==> src/rtl/enum_rr_arbiter_if.sv <==
// ============================================================================
// Module      : enum_rr_arbiter_if
// Description : Request/grant bundle between requesters and enum_rr_arbiter.
// Revision    : 1.0 - initial release
// ============================================================================
`default_nettype none

interface enum_rr_arbiter_if #(
    parameter int N = 4
);
    localparam int ID_W = $clog2(N);

    logic [N-1:0]    req;
    logic [N-1:0]    grant;
    logic [ID_W-1:0] grant_id;
    logic            busy;
    logic            timeout;
    logic [1:0]      state_o;

    modport master (
        output req,
        input  grant,
        input  grant_id,
        input  busy,
        input  timeout,
        input  state_o
    );

    modport slave (
        input  req,
        output grant,
        output grant_id,
        output busy,
        output timeout,
        output state_o
    );
endinterface

`default_nettype wire

==> src/rtl/enum_rr_arbiter.sv <==
// ============================================================================
// Module      : enum_rr_arbiter
// Description : Round-robin arbiter with hold-timeout granting one requester
//               exclusive ownership of a shared resource at a time.
// Revision    : 1.0 - initial release
// ============================================================================
`default_nettype none

module enum_rr_arbiter #(
    parameter int N        = 4,
    parameter int HOLD_MAX = 8
) (
    input  wire logic          clk,
    input  wire logic          rst,
    enum_rr_arbiter_if.slave   bus
);

    localparam int ID_W  = $clog2(N);
    localparam int SUM_W = ID_W + 1;
    localparam int CNT_W = $clog2(HOLD_MAX + 1);

    localparam logic [N-1:0]     c_one   = {{(N-1){1'b0}}, 1'b1};
    localparam logic [ID_W-1:0]  c_last  = ID_W'(N - 1);
    localparam logic [SUM_W-1:0] c_n     = SUM_W'(N);
    localparam logic [CNT_W-1:0] c_hold  = CNT_W'(HOLD_MAX);

    typedef enum logic [1:0] {
        ST_IDLE    = 2'd0,
        ST_ARB     = 2'd1,
        ST_GRANT   = 2'd2,
        ST_RELEASE = 2'd3
    } state_t;

    state_t          r_state;
    logic [ID_W-1:0] r_ptr;
    logic [CNT_W-1:0] r_cnt;
    logic [N-1:0]    r_grant;
    logic [ID_W-1:0] r_grant_id;
    logic            r_busy;
    logic            r_timeout;

    logic [N-1:0]     w_rot;
    logic [SUM_W-1:0] w_off;
    logic [SUM_W-1:0] w_sum;
    logic [ID_W-1:0]  w_winner;
    logic [ID_W-1:0]  w_next_ptr;
    logic             w_owner_req;

    // Rotate requests so bit 0 is the requester at ptr; the lowest set bit
    // of the rotated vector is the round-robin winner's offset from ptr.
    always_comb begin
        w_rot = N'({bus.req, bus.req} >> r_ptr);
        w_off = '0;
        for (int i = N - 1; i >= 0; i--) begin
            if (w_rot[i]) begin
                w_off = SUM_W'(i);
            end
        end
        w_sum    = {1'b0, r_ptr} + w_off;
        w_winner = ID_W'((w_sum >= c_n) ? (w_sum - c_n) : w_sum);
    end

    assign w_next_ptr  = (r_grant_id == c_last) ? '0 : (r_grant_id + ID_W'(1));
    assign w_owner_req = bus.req[r_grant_id];

    always_ff @(posedge clk) begin
        if (rst) begin
            r_state    <= ST_IDLE;
            r_ptr      <= '0;
            r_cnt      <= '0;
            r_grant    <= '0;
            r_grant_id <= '0;
            r_busy     <= 1'b0;
            r_timeout  <= 1'b0;
        end else begin
            case (r_state)
                ST_IDLE: begin
                    if (|bus.req) begin
                        r_state <= ST_ARB;
                    end
                end
                ST_ARB: begin
                    if (|bus.req) begin
                        r_grant_id <= w_winner;
                        r_grant    <= c_one << w_winner;
                        r_cnt      <= CNT_W'(1);
                        r_busy     <= 1'b1;
                        r_state    <= ST_GRANT;
                    end else begin
                        r_state <= ST_IDLE;
                    end
                end
                ST_GRANT: begin
                    if (!w_owner_req || (r_cnt == c_hold)) begin
                        // Owner still requesting here means the hold limit revoked it
                        r_timeout <= w_owner_req;
                        r_grant   <= '0;
                        r_busy    <= 1'b0;
                        r_cnt     <= '0;
                        r_ptr     <= w_next_ptr;
                        r_state   <= ST_RELEASE;
                    end else begin
                        r_cnt <= r_cnt + CNT_W'(1);
                    end
                end
                ST_RELEASE: begin
                    r_timeout <= 1'b0;
                    r_state   <= (|bus.req) ? ST_ARB : ST_IDLE;
                end
                default: begin
                    r_state <= ST_IDLE;
                end
            endcase
        end
    end

    assign bus.grant    = r_grant;
    assign bus.grant_id = r_grant_id;
    assign bus.busy     = r_busy;
    assign bus.timeout  = r_timeout;
    assign bus.state_o  = r_state;

endmodule

`default_nettype wire

==> src/flat_wrapper.sv <==
// flat-port wrapper written by rule: the top's interface ports become plain ports
module enum_rr_arbiter_flat 
#(
    parameter int N        = 4,
    parameter int HOLD_MAX = 8
)
  (clk, rst, bus_req, bus_grant, bus_grant_id, bus_busy, bus_timeout, bus_state_o);
  enum_rr_arbiter_if #(.N(N)) bus_i ();
  input  wire logic clk;
  input  wire logic rst;
  input wire logic [$bits(bus_i.req)-1:0] bus_req;
  output wire logic [$bits(bus_i.grant)-1:0] bus_grant;
  output wire logic [$bits(bus_i.grant_id)-1:0] bus_grant_id;
  output wire logic [$bits(bus_i.busy)-1:0] bus_busy;
  output wire logic [$bits(bus_i.timeout)-1:0] bus_timeout;
  output wire logic [$bits(bus_i.state_o)-1:0] bus_state_o;
  assign bus_i.req = bus_req;
  assign bus_grant = bus_i.grant;
  assign bus_grant_id = bus_i.grant_id;
  assign bus_busy = bus_i.busy;
  assign bus_timeout = bus_i.timeout;
  assign bus_state_o = bus_i.state_o;
  enum_rr_arbiter #(.N(N), .HOLD_MAX(HOLD_MAX)) u_core (.clk(clk), .rst(rst), .bus(bus_i));
endmodule
==> config.mk <==
export PLATFORM = sky130hd
export DESIGN_NAME = enum_rr_arbiter_flat
export DESIGN_NICKNAME = d
export VERILOG_FILES = /design/src/rtl/enum_rr_arbiter_if.sv /design/src/rtl/enum_rr_arbiter.sv /design/src/flat_wrapper.sv
export SDC_FILE = /design/constraint.sdc
export NUM_CORES = 1
export LEC_CHECK = 0
export BUFFER_PORTS_ARGS = -buffer_cell sky130_fd_sc_hd__buf_2
export CAP_MARGIN = 15
export CORE_MARGIN = 4
export CORE_UTILIZATION = 60
export CTS_CLUSTER_DIAMETER = 40
export DETAILED_ROUTE_END_ITERATION = 8
export PLACE_DENSITY = 0.83
export SKIP_LAST_GASP = 1
export SYNTH_ARGS = -nofsm -noshare
export SYNTH_HDL_FRONTEND = slang
export SYNTH_SLANG_ARGS = --single-unit
==> constraint.sdc <==
create_clock -name clk -period 4.6 [get_ports clk]
set_input_delay 0.46 -clock clk [delete_from_list [all_inputs] [get_ports clk]]
set_output_delay 0.46 -clock clk [all_outputs]
set_load 0.02 [all_outputs]
**Word level (Yosys, flattened, before mapping)**

Cells that the tools add are included.

- Add/sub/neg operators: 4
- Order comparisons: 2
- Equal/unequal tests: 8
- Shifts and indexed selects: 2
- Mux-type cells: 24
- Reduce and logical (&&, ||, !) cells: 12

Operators with widths:

| cell | number |
|---|---|
| two-way mux 2 bit | 9 |
| two-way mux 4 bit | 4 |
| one-hot mux 4 bit (2 select lines) | 2 |
| AND reduction 2 bit | 5 |
| one-hot mux 2 bit (4 select lines) | 1 |
| right shift 8 x 2 -> 4 bit | 1 |
| equality test 2 bit (second input constant) | 3 |
| inequality test 2 x 1 -> 1 bit (second input constant) | 3 |
| two-way mux 1 bit | 5 |
| adder 4 x 1 -> 4 bit (second input constant) | 1 |
| equality test 4 bit (second input constant) | 1 |
| one-hot mux 1 bit (2 select lines) | 2 |
| nonzero test 2 bit | 2 |
| OR reduction 4 bit | 1 |
| left shift 1 x 2 -> 4 bit (first input constant) | 1 |
| adder 2 x 2 -> 3 bit | 1 |
| greater-or-equal comparator 3 bit (second input constant) | 1 |
| less-than comparator 2 x 3 -> 1 bit (second input constant) | 1 |
| AND reduction 3 bit | 1 |
| adder 2 x 1 -> 2 bit (second input constant) | 1 |
| binary-select mux 1 bit (select 2 bit) | 1 |
| equality test 2 x 1 -> 1 bit (second input constant) | 1 |
| logical NOT 2 bit | 1 |
| subtractor 2 x 1 -> 2 bit (second input constant) | 1 |
| other kinds (2) | 2 |

- Register bits: 16
- Word-level logic and storage cells: 59

**Longest topological paths before layout**

Gate-level depths: netlist of run 1.

- Word-level depth: 11
- Gate-level depth with buffers: 9

**Worst setup path before layout of run 1**

No wires, ideal clock.

- Kind: input port to flip-flop
- Start point: input bus_req[0]
- End point: register u_core.r_grant[0] (netlist: u_core.bus.grant[0])
- Data arrival time: 2.081 ns
- Data required time: 4.541 ns
- Setup slack: 2.460 ns
- Stages on the path: 6
- Buffers on the path: 1
- Cell sequence: buf_6 > or4_2 > o211ai_1 > ha_1 > nor4_1 > a22o_1

- Cells in the longest elaborated chain, start to end: 11

RTL lines:

| element | RTL line | text |
|---|---|---|
| start: declaration | flat_wrapper.sv:11 | `input wire logic [$bits(bus_i.req)-1:0] bus_req;` |
| right shift 8 x 2 -> 4 bit (*) | enum_rr_arbiter.sv:52 | `w_rot = N'({bus.req, bus.req} >> r_ptr);` |
| two-way mux 2 bit (3 in a row) | enum_rr_arbiter.sv:55 | `if (w_rot[i]) begin` |
| two-way mux 2 bit (*) | enum_rr_arbiter.sv:55 |  |
| adder 2 x 2 -> 3 bit (*) | enum_rr_arbiter.sv:59 | `w_sum = {1'b0, r_ptr} + w_off;` |
| named net u_core.w_sum[0] | enum_rr_arbiter.sv:44 | `logic [SUM_W-1:0] w_sum;` |
| greater-or-equal comparator 3 bit / subtractor 2 x 1 -> 2 bit (equally long branches) | enum_rr_arbiter.sv:60 | `w_winner = ID_W'((w_sum >= c_n) ? (w_sum - c_n) : w_sum);` |
| two-way mux 2 bit (*) | enum_rr_arbiter.sv:60 |  |
| left shift 1 x 2 -> 4 bit (*) | enum_rr_arbiter.sv:85 | `r_grant <= c_one << w_winner;` |
| two-way mux 4 bit (*) | enum_rr_arbiter.sv:83 | `if (\|bus.req) begin` |
| one-hot mux 4 bit (2 select lines) (*) | enum_rr_arbiter.sv:76 | `case (r_state)` |
| end signal: assignment | enum_rr_arbiter.sv:85 |  |
| end: declaration | enum_rr_arbiter.sv:37 | `logic [N-1:0] r_grant;` |

The timed path passes the listed nets; every way through them passes the cells marked *. The select of a mux whose other input is x is not followed.
A chain may end at the register's enable or synchronous reset.

**Worst setup path after layout of run 1**

- Start point: register u_core.r_ptr[0]
- End point: register u_core.r_grant_id[1] (netlist: u_core.bus.grant_id[1])

- Cells in the longest elaborated chain, start to end: 8

RTL lines:

| element | RTL line | text |
|---|---|---|
| start: declaration | enum_rr_arbiter.sv:35 | `logic [ID_W-1:0] r_ptr;` |
| start signal: assignment | enum_rr_arbiter.sv:100 | `r_ptr <= w_next_ptr;` |
| right shift 8 x 2 -> 4 bit | enum_rr_arbiter.sv:52 |  |
| two-way mux 2 bit (4 in a row) | enum_rr_arbiter.sv:55 |  |
| adder 2 x 2 -> 3 bit (*) | enum_rr_arbiter.sv:59 |  |
| greater-or-equal comparator 3 bit / subtractor 2 x 1 -> 2 bit (equally long branches) | enum_rr_arbiter.sv:60 |  |
| two-way mux 2 bit (*) | enum_rr_arbiter.sv:60 |  |
| end signal: assignment | enum_rr_arbiter.sv:84 | `r_grant_id <= w_winner;` |
| end: declaration | enum_rr_arbiter.sv:38 | `logic [ID_W-1:0] r_grant_id;` |

Mark *: on every way between the ends. The rest lies on a longest branch, timed or not.

==> results of run 1 <==
## cells in the mapped netlist, types with 2 or more instances
master     n  area share, %
a21oi_1    4            1.8
nand2b_1   2            1.1
dfxtp_1   16             28
nand3_1    5            2.2
xnor2_1    2            1.6
o21ai_0    4            1.8
buf_6      4            4.0
mux2i_1    6            5.3
nand2_1    4            1.3
nor2_1    13            4.3
ha_1       9             10
nor2b_1    2            1.1
o211ai_1   2            1.3
nand3b_1   2            1.3
nand2_2    2            1.1
a311oi_1   2            1.6
nor3_1     2           0.89
inv_1      7            2.3
nor2_2     2            1.1
o311a_1    2            1.8
o32ai_1    2            1.6
a22o_1     4            3.1
## cells in the final DEF (no fill, tap or decap), drive strengths merged, types with 2 or more instances in the layout
cell type	count
dfxtp	16
nor2	16
buf	15
ha	9
inv	7
mux2i	6
nand2	6
nand3	5
o21ai	5
a21oi	4
a22o	4
clkbuf	4
o211ai	3
o311a	2
nor3	2
a311oi	2
nand3b	2
nor2b	2
nand2b	2
o32ai	2
xnor2	2
nor4	2
## power by group through the flow
stage | sequential [W] | combinational [W] | clock (W)
after floorplan | 0.000217 | 0.000154 | 0
after global placement | 0.000195 | 0.000218 | 0
after detailed placement | 0.000196 | 0.000229 | 0
after CTS | 0.000194 | 0.000230 | 0.0000974
after global routing | 0.000199 | 0.000254 | 0.000104
final | 0.000194 | 0.000228 | 0.0000963
## final cells by class
type	instances	share of cell area, %
repair buffers	15	6.224
inverters	7	2.178
well taps	25	2.593
flip-flops and latches	16	26.56
multi-input cells	93	59.44
clock buffers	4	3.008
## per-layer routing
layer	vias up	routed length, µm
met2	15	1184
met5	-	0
met1	439	1023
met3	5	85
met4	0	40
li1	473	-
## flip-flops by register name, summed over array words and instances, names as in the netlist, named ones only
signal	flops
u_core.bus.state_o	1
u_core.bus.grant_id	2
u_core.bus.grant	4
u_core.bus.busy	1
u_core.bus.timeout	1
u_core.r_cnt	4
u_core.r_ptr	2
## worst max path at each step
stage	from	to	slack [ns]	cells past startpoint
after floorplan	bus_req[0]	u_core.bus.grant[0]$_SDFFE_PP0P_	2.46	6
after global placement	bus_req[0]	u_core.bus.grant[0]$_SDFFE_PP0P_	2.35	6
after detailed placement	bus_req[0]	u_core.bus.grant_id[1]$_SDFFE_PP0P_	2.27	7
after CTS	u_core.r_ptr[0]$_SDFFE_PP0P_	u_core.bus.grant_id[1]$_SDFFE_PP0P_	2.45	6
after global routing	u_core.r_ptr[0]$_SDFFE_PP0P_	u_core.bus.grant[3]$_SDFFE_PP0P_	2.31	5
final	u_core.r_ptr[0]$_SDFFE_PP0P_	u_core.bus.grant_id[1]$_SDFFE_PP0P_	2.46	6
## through the flow
| step | util, % | cell area (µm²) | power [W] |
|---|---|---|---|
| detailed placement | 67.03 | 1170 | 0.0004259 |
| CTS | 69.10 | 1206 | 0.0005214 |
| global placement | 67.03 | 1170 | 0.0004134 |
| floorplan | - | 1125 | 0.0003708 |
| finish | 69.10 | 1206 | 0.0005188 |
| global route | 69.10 | 1206 | 0.0005565 |
## kinds of logic after synthesis
| group | share of synthesized area, % |
|---|---|
| AND/OR/NAND/NOR | 23.69 |
| AO/OA/AOI/OAI | 20.36 |
| flip-flops | 28.48 |
| buffers and inverters | 7.787 |
| adder cells (fa/ha/maj) | 10.01 |
| multiplexers | 7.342 |
| XOR/XNOR | 2.336 |
## worst max-delay path, stage by stage (launching register included)
cell and delay, ns:
dfxtp_1 0.44, or4_2 0.69, o211ai_1 0.11, ha_1 0.19, xnor2_1 0.17, xnor2_1 0.18
a211oi_1 0.28
==> impl_metrics.py, run 1 <==
metrics = {
    "outcome": {
        "outcome": "completed",
    },
    "yosys": {
        "synth.lib_cells_used.distinct": 46,
        "synthesis.area_mm2": 0.001125,
        "postSynthCellCount": 122,
        "synthesized_area_per_cell_um2": 9.220,
        "ys_seq_area_share_pct": 28.48,
        "postSynth.asyncResetShare_pct": 0,
        "synth-warning-count": 0,
        "synthesis.nets": 137,
        "ys_seq_elements": 16,
        "synth_flop_cell": "dfxtp_1",
        "synth-edff-count": 0,
    },
    "sta": {
        "timing_limited_maximum_frequency_mhz": 466.6,
        "report.final.hold_viol_count": 0,
        "min_period_over_period_pct": 46.59,
        "final_period_minus_worst_setup_slack_ns": 2.143,
        "setup_tns_ns": 0,
        "final.setup.worst_slack_ns": 2.457,
        "drv_slew": 0,
        "rsz_0062_raised_after_global_routing": "no",
        "fin_worst_hold_slack_ns": 0.4786,
        "clock-skew-final_ns": 0.006045,
        "worst_pin_slew_ns": 0.4492,
        "setup_viol": 0,
        "worst_slew_slack_as_a_fraction_of_its_limit_pct": 69.63,
    },
    "cells_and_area": {
        "antenna_cells_inserted": 0,
        "multiInputGateArea_um2": 716.9,
        "areaGrowthSynthToFinish_pct": 7.231,
        "drive_above_1_share_pct": 24.44,
        "fill_cells": 154,
        "finalNonFillerCells": 160,
        "final-seq-area_um2": 320.3,
        "nNetsFinal": 151,
    },
    "placement": {
        "gp_congestion": 0.8026,
        "place.port_buffers": 15,
        "dp_worst_setup_slack_ns": 2.273,
        "hpwlAfterDp_mm": 1.790,
        "place_inst": 156,
    },
    "worst_setup_path": {
        "critPathLaunchType": "flip-flop",
        "critical_path_arrival_ns": 2.36,
        "critPathRequiredTime_ns": 4.81,
        "setup.reg_to_reg.worst_slack_ns": 2.46,
        "r2r_cells": 6,
        "critical_path.reg2reg.endpoint": "u_core.bus.grant_id[1]$_SDFFE_PP0P_",
        "critical_path.max_fanout": 12,
        "worst_r2r_startpoint": "u_core.r_ptr[0]$_SDFFE_PP0P_",
        "crit_path_end_kind": "flip-flop",
        "setup.worst_path.class": "reg2reg",
    },
    "floorplan": {
        "start_util_pct": 64.44,
        "die_area_mm2": 0.002631,
        "chip_height_um": 51.30,
        "die_x_um": 51.30,
        "io-pin-count": 16,
        "design.core.area_mm2": 0.001745,
        "floorplan.rows": 15,
    },
    "global_routing": {
        "gr-usage-met1_pct": 23.39,
        "grt-ovfl-total": 0,
        "grt_pass1_wl_mm": 4.160,
        "gr-usage-met2_pct": 37.12,
        "first_global_vias": 947,
        "top_usage_layer": "met2",
        "grtUsageTotal_pct": 21.28,
        "met3_usage_pct": 6.997,
        "number_of_antenna_violations_at_the_first_check_in_global_routing": 0,
        "maximum_number_of_pins_on_one_net_before_global_route_repair": 16,
    },
    "power": {
        "swShare_pct": 40.53,
        "static-leakage-power_nw": 0.4854,
        "power.combinational.fraction_pct": 43.9,
        "power.switching_w": 0.0002103,
        "clkPwrFrac_pct": 18.6,
        "intPower_w": 0.0003085,
        "power.density_mw_per_mm2": 430.1,
        "vdd_ir_drop_max_mv": 0.2923,
        "seq_power_share_pct": 37.5,
    },
    "cts": {
        "cts_setup_buffers": 0,
        "ctsHoldBuffers": 0,
        "root_buffer_selected_by_cts": "clkbuf_4",
        "tritoncts": "yes",
        "path_clk_slew_ns": 0.10,
        "number_of_h_tree_levels": 1,
        "cts_made_buffers": 3,
        "cts.sinks": 16,
        "cts-resized-gates": 0,
        "cts-root-to-sink-buffers": 2,
        "latest_clock_arrival_within_the_worst_skew_pair_ns": 0.30,
    },
    "run": {
        "drv.max_cap_violation_count": 0,
    },
    "drt": {
        "post_route_ant_nets": 0,
        "totalWireLength_mm": 2.333,
        "post_detailed_route_drc_marker_count": 0,
        "vias": 932,
        "vias_per_cell": 5.825,
        "avgRoutedWirePerCell_um": 14.58,
        "drt_pass1_iterations": 4,
        "drt_iter0_markers": 12,
    },
    "min_path": {
        "min_delay_worst_endpoint": "u_core.bus.timeout$_SDFFE_PP0P_",
        "worst_hold_startpoint": "u_core.bus.timeout$_SDFFE_PP0P_",
        "worst_hold_path.num_cells": 2,
        "min_path_type": "reg2reg",
    },
}
No activity file was read; power rests on OpenSTA's default activity.
==> run 2, diff against run 1 <==
- CORE_UTILIZATION: 60 -> 56
- PLACE_DENSITY: 0.83 -> 0.78
- clock period: 4.6 -> 2.05 ns (I/O delays scaled with it)
==> run 2 against run 1 <==
Critical path depth stayed put; sequential share of layout area is 1.4 points lower; setup slack worse by 2.4 ns; largest cell class unchanged; largest power group unchanged.
==> impl_metrics.py, run 2 (synthesis gave the netlist of run 1 again) <==
metrics = {
    "cts": {
        "cts.sinks": 16,
        "ctsHoldBuffers": 0,
        "path_clk_slew_ns": 0.10,
        "cts-root-to-sink-buffers": 2,
        "root_buffer_selected_by_cts": "clkbuf_4",
        "number_of_h_tree_levels": 1,
        "tritoncts": "yes",
        "cts_made_buffers": 3,
        "cts_setup_buffers": 0,
        "latest_clock_arrival_within_the_worst_skew_pair_ns": 0.30,
    },
    "sta": {
        "drv_slew": 0,
        "min_period_over_period_pct": 96.45,
        "setup_viol": 0,
        "report.final.hold_viol_count": 0,
        "clock-skew-final_ns": 0.004047,
        "rsz_0062_raised_after_global_routing": "yes",
        "timing_limited_maximum_frequency_mhz": 505.7,
        "final_period_minus_worst_setup_slack_ns": 1.977,
        "final.setup.worst_slack_ns": 0.07268,
        "worst_pin_slew_ns": 0.3396,
        "worst_slew_slack_as_a_fraction_of_its_limit_pct": 77.31,
    },
    "cells_and_area": {
        "nNetsFinal": 156,
        "areaGrowthSynthToFinish_pct": 13.13,
        "layout.cells.most_common": "dfxtp_1",
        "most-common-layout-cells": "16 x dfxtp_1, 15 x buf_2, 13 x nor2_1, 9 x ha_1, 7 x inv_1",
        "fill_cells": 156,
        "drive_above_1_share_pct": 29.29,
        "antenna_cells_inserted": 0,
    },
    "floorplan": {
        "chip_height_um": 52.82,
        "die_x_um": 52.82,
        "io-pin-count": 16,
        "start_util_pct": 61.79,
        "design.core.area_mm2": 0.001821,
        "floorplan.rows": 15,
        "die_area_mm2": 0.002789,
    },
    "global_routing": {
        "grtUsageTotal_pct": 18.95,
        "grt-ovfl-total": 0,
        "grt_pass1_wl_mm": 3.912,
        "number_of_antenna_violations_at_the_first_check_in_global_routing": 0,
        "first_global_vias": 896,
        "maximum_number_of_pins_on_one_net_before_global_route_repair": 16,
    },
    "worst_setup_path": {
        "setup.reg_to_reg.worst_slack_ns": 0.07,
        "setup.worst_path.class": "reg2reg",
        "cpMaxStageDelayCell": "or4_2",
        "critical_path_arrival_ns": 2.23,
        "critical_path.max_fanout": 2,
        "timing.critical_path.max_delay_family": "simple AND/OR/NAND/NOR gates",
        "crit_path_end_kind": "flip-flop",
        "worstPathCellList": "or4_2 -> o211ai_1 -> ha_1 -> xnor2_2 -> xor2_1 -> a22o_1",
        "critPathRequiredTime_ns": 2.30,
        "critPathLaunchType": "flip-flop",
        "delay_contributed_by_the_slowest_stage_of_the_critical_path_ns": 0.65,
        "cp_num_buf_inv": 0,
    },
    "power": {
        "total_power_w": 0.001196,
        "power.combinational.fraction_pct": 45.9,
        "intPower_w": 0.0007080,
        "swShare_pct": 40.78,
        "power.switching_w": 0.0004876,
        "clkPwrFrac_pct": 18.1,
        "static-leakage-power_nw": 0.5143,
        "power.density_mw_per_mm2": 939.6,
        "seq_power_share_pct": 36.1,
        "vdd_ir_drop_max_mv": 0.8275,
    },
    "drt": {
        "post_route_ant_nets": 0,
        "drt_pass1_iterations": 4,
        "post_detailed_route_drc_marker_count": 0,
        "drt_iter0_markers": 32,
        "vias": 961,
        "avgRoutedWirePerCell_um": 13.96,
        "vias_per_cell": 5.824,
        "totalWireLength_mm": 2.303,
    },
    "placement": {
        "hpwlAfterDp_mm": 1.692,
        "dp_worst_setup_slack_ns": 0.03273,
        "place.port_buffers": 15,
        "gp_congestion": 0.8366,
    },
    "min_path": {
        "min_path_type": "in2reg",
    },
    "run": {
        "drv.max_cap_violation_count": 0,
    },
    "outcome": {
        "outcome": "completed",
    },
}
[run 2: cell count changes in the layout (fill, tap and decap cells not counted), sizes merged]
| cell | previous run | this run |
|---|---|---|
| buf | 15 | 20 |
[run 2: power by group through the flow]
stage	logic (W)	clock network (W)	registers (W)
3_3_place_gp	0.000507	0	0.000435
5_1_grt	0.000608	0.000240	0.000440
6_report	0.000548	0.000216	0.000431
3_5_place_dp	0.000516	0	0.000438
4_1_cts	0.000522	0.000212	0.000430
2_1_floorplan	0.000345	0	0.000487
[run 2: area by class of cell]
class / instances / area [µm²] / share of cell area [%]
Multi-Input combinational cell: 93 / 745.7 / 58.60
Sequential cell: 16 / 320.3 / 25.17
Timing Repair Buffer: 20 / 112.6 / 8.850
Clock buffer: 4 / 36.28 / 2.852
Tap cell: 25 / 31.28 / 2.458
Inverter: 7 / 26.28 / 2.065
[run 2: worst paths after layout]
path | from | to | cells past startpoint
max | u_core.r_ptr[0]$_SDFFE_PP0P_ | u_core.bus.grant[2]$_SDFFE_PP0P_ | 6
min | rst | u_core.bus.grant_id[0]$_SDFFE_PP0P_ | 2
max reg2reg | u_core.r_ptr[0]$_SDFFE_PP0P_ | u_core.bus.grant[2]$_SDFFE_PP0P_ | 6
min reg2reg | u_core.bus.busy$_SDFFE_PP0P_ | u_core.bus.busy$_SDFFE_PP0P_ | 2
[run 2: worst register-to-register path: stages (launching register included)]
cell	delay [ns]
dfxtp_1	0.32
or4_2	0.65
o211ai_1	0.12
ha_1	0.22
xnor2_2	0.15
xor2_1	0.28
a22o_1	0.19
[run 2: through the flow]
stage | hold slack (ns) | cells | util, % | TNS (ns) | area (µm²)
after floorplan | 0.2771 | 122 | - | 0 | 1125
after global placement | 0.4560 | 161 | 66.32 | 0 | 1207
after detailed placement | 0.4574 | 161 | 66.32 | 0 | 1207
after CTS | 0.2536 | 165 | 68.32 | 0 | 1244
after global routing | 0.2732 | 165 | 69.90 | -0.2862 | 1272
final | 0.2670 | 165 | 69.90 | 0 | 1272
[run 2: what timing repair did]
| item | 4_1_cts | 5_1_grt |
|---|---|---|
| endpoints found under the setup margin | 0 | 5 |
| gates resized for setup | 0 | 4 |
| endpoints found under the hold margin | 0 | 0 |
[run 2: per-layer routing]
layer	global-route usage (%)	up-vias	routed length, µm	part of all wire (%)
met1	24.96	458	1142	50
li1	-	482	-	-
met4	8.511	0	37	1.6
met2	28.93	17	1026	45
met3	4.558	4	97	4.2
met5	0	-	0	0
